[src/rtl/ex_mem_stage.sv]
// rtl/ex_mem_stage.sv - EX/MEM pipeline register with Z/V/N flags, sticky halt and retire counter.
// Priority per edge: flush > stall > normal; a halted stage drains bubbles until reset.
module ex_mem_stage #(
    parameter int DATA_W = 16,
    parameter int REG_W  = 4,
    parameter int CNT_W  = 16
) (
    input  logic              clk,
    input  logic              rst_n,
    input  logic              stall,
    input  logic              flush,
    input  logic              ex_valid,
    input  logic [3:0]        ex_opcode,
    input  logic [DATA_W-1:0] ex_result,
    input  logic              ex_zero,
    input  logic              ex_ovfl,
    input  logic [DATA_W-1:0] ex_store_data,
    input  logic [REG_W-1:0]  ex_rd,
    input  logic              ex_reg_write,
    input  logic              ex_mem_read,
    input  logic              ex_mem_write,
    input  logic              ex_halt,
    output logic              mem_valid,
    output logic [DATA_W-1:0] mem_result,
    output logic [DATA_W-1:0] mem_store_data,
    output logic [REG_W-1:0]  mem_rd,
    output logic              mem_reg_write,
    output logic              mem_mem_read,
    output logic              mem_mem_write,
    output logic              mem_halt,
    output logic              flag_z,
    output logic              flag_v,
    output logic              flag_n,
    output logic              halted,
    output logic [CNT_W-1:0]  retired_cnt
);
    localparam logic [3:0] OP_ADD = 4'b0000;
    localparam logic [3:0] OP_SUB = 4'b0001;
    localparam logic [3:0] OP_XOR = 4'b0010;
    localparam logic [3:0] OP_SLL = 4'b0100;
    localparam logic [3:0] OP_SRA = 4'b0101;
    localparam logic [3:0] OP_ROR = 4'b0110;

    logic              r_valid;
    logic [DATA_W-1:0] r_result;
    logic [DATA_W-1:0] r_store_data;
    logic [REG_W-1:0]  r_rd;
    logic              r_reg_write;
    logic              r_mem_read;
    logic              r_mem_write;
    logic              r_halt;
    logic              r_z;
    logic              r_v;
    logic              r_n;
    logic              r_halted;
    logic [CNT_W-1:0]  r_cnt;

    logic w_bubble;
    logic w_capture;
    logic w_upd_z;
    logic w_upd_vn;

    // Adder ops own all three flags; logic/shift ops only report zero.
    always_comb begin
        w_upd_z  = 1'b0;
        w_upd_vn = 1'b0;
        case (ex_opcode)
            OP_ADD, OP_SUB: begin
                w_upd_z  = 1'b1;
                w_upd_vn = 1'b1;
            end
            OP_XOR, OP_SLL, OP_SRA, OP_ROR: w_upd_z = 1'b1;
            default: ;
        endcase
    end

    assign w_bubble  = flush || (!stall && r_halted);
    assign w_capture = !flush && !stall && !r_halted;

    always_ff @(posedge clk or negedge rst_n) begin
        if (!rst_n) begin
            r_valid      <= 1'b0;
            r_result     <= '0;
            r_store_data <= '0;
            r_rd         <= '0;
            r_reg_write  <= 1'b0;
            r_mem_read   <= 1'b0;
            r_mem_write  <= 1'b0;
            r_halt       <= 1'b0;
            r_z          <= 1'b0;
            r_v          <= 1'b0;
            r_n          <= 1'b0;
            r_halted     <= 1'b0;
            r_cnt        <= '0;
        end else if (w_bubble) begin
            r_valid      <= 1'b0;
            r_result     <= '0;
            r_store_data <= '0;
            r_rd         <= '0;
            r_reg_write  <= 1'b0;
            r_mem_read   <= 1'b0;
            r_mem_write  <= 1'b0;
            r_halt       <= 1'b0;
        end else if (w_capture) begin
            r_valid      <= ex_valid;
            r_result     <= ex_result;
            r_store_data <= ex_store_data;
            r_rd         <= ex_rd;
            r_reg_write  <= ex_reg_write && ex_valid;
            r_mem_read   <= ex_mem_read && ex_valid;
            r_mem_write  <= ex_mem_write && ex_valid;
            r_halt       <= ex_halt && ex_valid;
            if (ex_valid) begin
                r_cnt <= r_cnt + 1'b1;
                if (w_upd_z)
                    r_z <= ex_zero;
                if (w_upd_vn) begin
                    r_v <= ex_ovfl;
                    r_n <= ex_result[DATA_W-1];
                end
                if (ex_halt)
                    r_halted <= 1'b1;
            end
        end
    end

    assign mem_valid      = r_valid;
    assign mem_result     = r_result;
    assign mem_store_data = r_store_data;
    assign mem_rd         = r_rd;
    assign mem_reg_write  = r_reg_write;
    assign mem_mem_read   = r_mem_read;
    assign mem_mem_write  = r_mem_write;
    assign mem_halt       = r_halt;
    assign flag_z         = r_z;
    assign flag_v         = r_v;
    assign flag_n         = r_n;
    assign halted         = r_halted;
    assign retired_cnt    = r_cnt;
endmodule

[config.mk]
export PLATFORM = sky130hd
export DESIGN_NAME = ex_mem_stage
export DESIGN_NICKNAME = d
export VERILOG_FILES = /design/src/rtl/ex_mem_stage.sv
export SDC_FILE = /design/constraint.sdc
export NUM_CORES = 1
export LEC_CHECK = 0
export ABC_AREA = 1
export BUFFER_PORTS_ARGS = -buffer_cell sky130_fd_sc_hd__buf_4
export CORE_MARGIN = 4
export CORE_UTILIZATION = 48
export DETAILED_ROUTE_END_ITERATION = 12
export PLACE_DENSITY = 0.9
export REMOVE_ABC_BUFFERS = 1
export SLEW_MARGIN = 20
export SYNTH_ARGS = -nofsm -noshare
export SYNTH_HDL_FRONTEND = slang
export SYNTH_SLANG_ARGS = --single-unit
[constraint.sdc]
create_clock -name clk -period 1.45 [get_ports clk]
set_input_delay 0.0725 -clock clk [delete_from_list [all_inputs] [get_ports clk]]
set_output_delay 0.0725 -clock clk [all_outputs]
set_load 0.02 [all_outputs]
==> results.md <==
* DR vias at 2841
* Mapped Area at roughly 2700 um2
* Final HPWL DP at roughly 5.2 mm
* Placed instance area at between 3000 and 4000 um2
* Area contributors post-synth: dfrtp_1 56%, nand3_1 15%, nand2_1 12%
* Drt total wl at 8.18 mm
* Worst-case clock skew at 0.00796 ns
* GRT Util Overall at 0.245
* Largest net degree at the start of global routing at 62
* Hold Crit Start: ex_store_data[3]
* Die width at ~83 um
* Pwr per Cell Area at 793 nW/um2
* Overflow after GRT at 0
* TritonRoute pass-1 iters at 6
* Synth top area share at 0.563
* FF-to-FF setup slack at 0.15 ns
* Crit. Startpoint: retired_cnt[1]
* Hold/Removal Path Class: input port to flip-flop
* Core area at 5510 um2
* Critical Path Source Type: flip-flop
* IO buf count at 111
* Num Clock Sinks at ~60
* Nets at 516
* Antenna Nets Post-Route at 0
* DIE HEIGHT at 83.1 um
* Status: complete, no violations
* H-tree level count at 3
* Cell row count at 27
* Final period util at 0.895
* Layout area overhead at 55.4%
* Reg2Reg Capture Point: retired_cnt[8]
* Crit path time final at 1.30 ns
* Crit. End Element: flip-flop
* Root Buffer: clkbuf_8
* Max Cap Viol at 0
* CP Class: flip-flop to flip-flop
* Critical Path RT at 1.66 ns
* Gpl congestion at 0.852
* Count of cell types in the netlist at 21
* Fill cell count at 379
* Post-Syn Instances at 312
* Final instance area at 4210 um2
* First-pass GRT wire length at 13.8 mm
* Fmax at between 700 and 800 MHz
* CTS tree: yes
* VDD IR max at 0.557 mV
* Initial DRC Count at 91
* DRC Markers at 0
* Clk Latency, worst-skew pair at 0.32 ns
* Clock Tree Buf Depth at 2
* Arrival @ worst endpoint at 1.51 ns
* Endpoints failing hold at 0
* Initial antenna violation count at 0
* Initial cell density of the core at 0.492
* Slew Limit Fails at 0
* Setup crit end: retired_cnt[8]
* Top cell type by total area after synthesis: dfrtp_1
* FF+latch area at approximately 1500 um2
* Mapped Avg Cell Area at 8.69 um2
* Number of global-route vias before repair at 2906
* Total die area at 6910 um2
* Most frequent cells in the layout: 118 x buf_4, 87 x nand2_1, 82 x nand3_1
* Leak pwr at 2.34 nW
* Multi-input logic area at 1030 um2
* Crit Path Max Fanout at 4
* Clock transition at path regs at ~0.07 ns
* TritonCTS buffer count at 9
* Seq/Total Area, Yosys at 0.563
* DR vias/cell at about 5.3
* Worst flop-to-flop path startpoint: retired_cnt[1]
* Unrepaired setup endpoints after global routing: false
* Fraction of layout cells with a size suffix above 1 at 0.299
* Slew headroom at 0.506
* Top Ports at about 110
* Wire per inst at 15.1 um
* Post-CTS setup buffer count at 0
* Seq cells post-synth at 61
* Commonest non-fill, non-tap cell in the layout: buf_4
* Reg2reg path depth at 6
* Antenna cells at 0
* Worst Max-Slew Pin Slew at 0.740 ns
* Setup-failing EPs final at 0
* Yosys warnings at 0
* Post-layout util at 0.765
critical path, stage by stage (launching register included):
cell and delay [ns]:
dfrtp_1 0.39, ha_2 0.22, nand2_1 0.07, nor3_2 0.15
nand2_1 0.11, o21ai_0 0.18, nand2_1 0.07
metal layers:
| metal | track usage | part of all wire | up-vias |
|---|---|---|---|
| met2 | 0.425 | 0.52 | 117 |
| met3 | 0.0506 | 0.058 | 24 |
| met5 | 0 | 0 | - |
| met1 | 0.289 | 0.40 | 1375 |
| met4 | 0.114 | 0.026 | 0 |
| li1 | - | - | 1325 |
registers in the layout, indices dropped and copies added (netlist names):
register	cells
mem_valid	1
mem_halt	1
flag_z	1
mem_result	16
mem_store_data	16
flag_n	1
retired_cnt	16
flag_v	1
mem_reg_write	1
halted	1
mem_rd	4
mem_mem_write	1
mem_mem_read	1
how the worst min path moves through the flow:
stage / to / cells past startpoint
6_report: mem_store_data[3] / 3
4_1_cts: flag_v / 3
5_1_grt: mem_result[5] / 3
3_5_place_dp: retired_cnt[13] / 1
2_1_floorplan: flag_n / 0
3_3_place_gp: retired_cnt[13] / 1
through the flow:
stage / hold slack (ns) / cells / power [mW] / worst slack [ns] / TNS [ns]
final: 0.0176 / 540 / 3.34 / 0.152 / 0
after detailed placement: 0.193 / 486 / 1.95 / 0.0654 / 0
after global routing: 0.00920 / 540 / 3.49 / 0.0176 / 0
after CTS: 0.00229 / 539 / 3.37 / 0.0444 / 0
after floorplan: -0.223 / 295 / 1.77 / -0.477 / -7.80
after global placement: 0.182 / 486 / 1.95 / 0.143 / 0
logic make-up after synthesis:
group                      Yosys count  share of synthesized area
buffers and inverters               41                     0.0600
and+or+nand+nor                    195                      0.335
AOI/OAI and AO/OA                    6                     0.0111
xor gates and xnor gates             8                     0.0259
adders and majority gates            1                    0.00462
DFF                                 61                      0.563
repair_timing:
| action | 4_1_cts | 5_1_grt |
|---|---|---|
| endpoints found under the hold margin | 98 | 1 |
| endpoints found under the setup margin | 0 | 5 |
| resized for setup | 0 | 5 |
| hold buffers | 38 | 1 |
final cells by class:
| cell class | instances | area share |
|---|---|---|
| Multi-Input combinational cell | 210 | 0.245 |
| Inverter | 24 | 0.0217 |
| Timing Repair Buffer | 158 | 0.308 |
| Sequential cell | 61 | 0.362 |
| Clock inverter | 1 | 0.00119 |
| Clock buffer | 14 | 0.0410 |
| Tap cell | 72 | 0.0214 |
cell usage after synthesis:
cell type / n
inv_2: 1
nand3b_1: 2
xor2_1: 4
clkbuf_1: 5
buf_4: 2
o21ai_0: 6
inv_1: 23
nor2_2: 1
buf_2: 1
dfrtp_1: 61
nand3_1: 82
nand2_1: 87
nand3_4: 1
ha_1: 1
xnor2_1: 4
buf_1: 9
nor2_8: 1
nor2_1: 8
nand4_1: 9
nor3_1: 3
nor2_4: 1
where the power goes:
part           switching (mW)  internal, mW  leakage [nW]  total (mW)
sequential                  0          1.70         0.827        1.70
clock                   0.581         0.750        0.0926        1.33
combinational           0.136         0.171          1.42       0.306
total                   0.717          2.62          2.34        3.34
No activity file was read; power rests on OpenSTA's default activity.
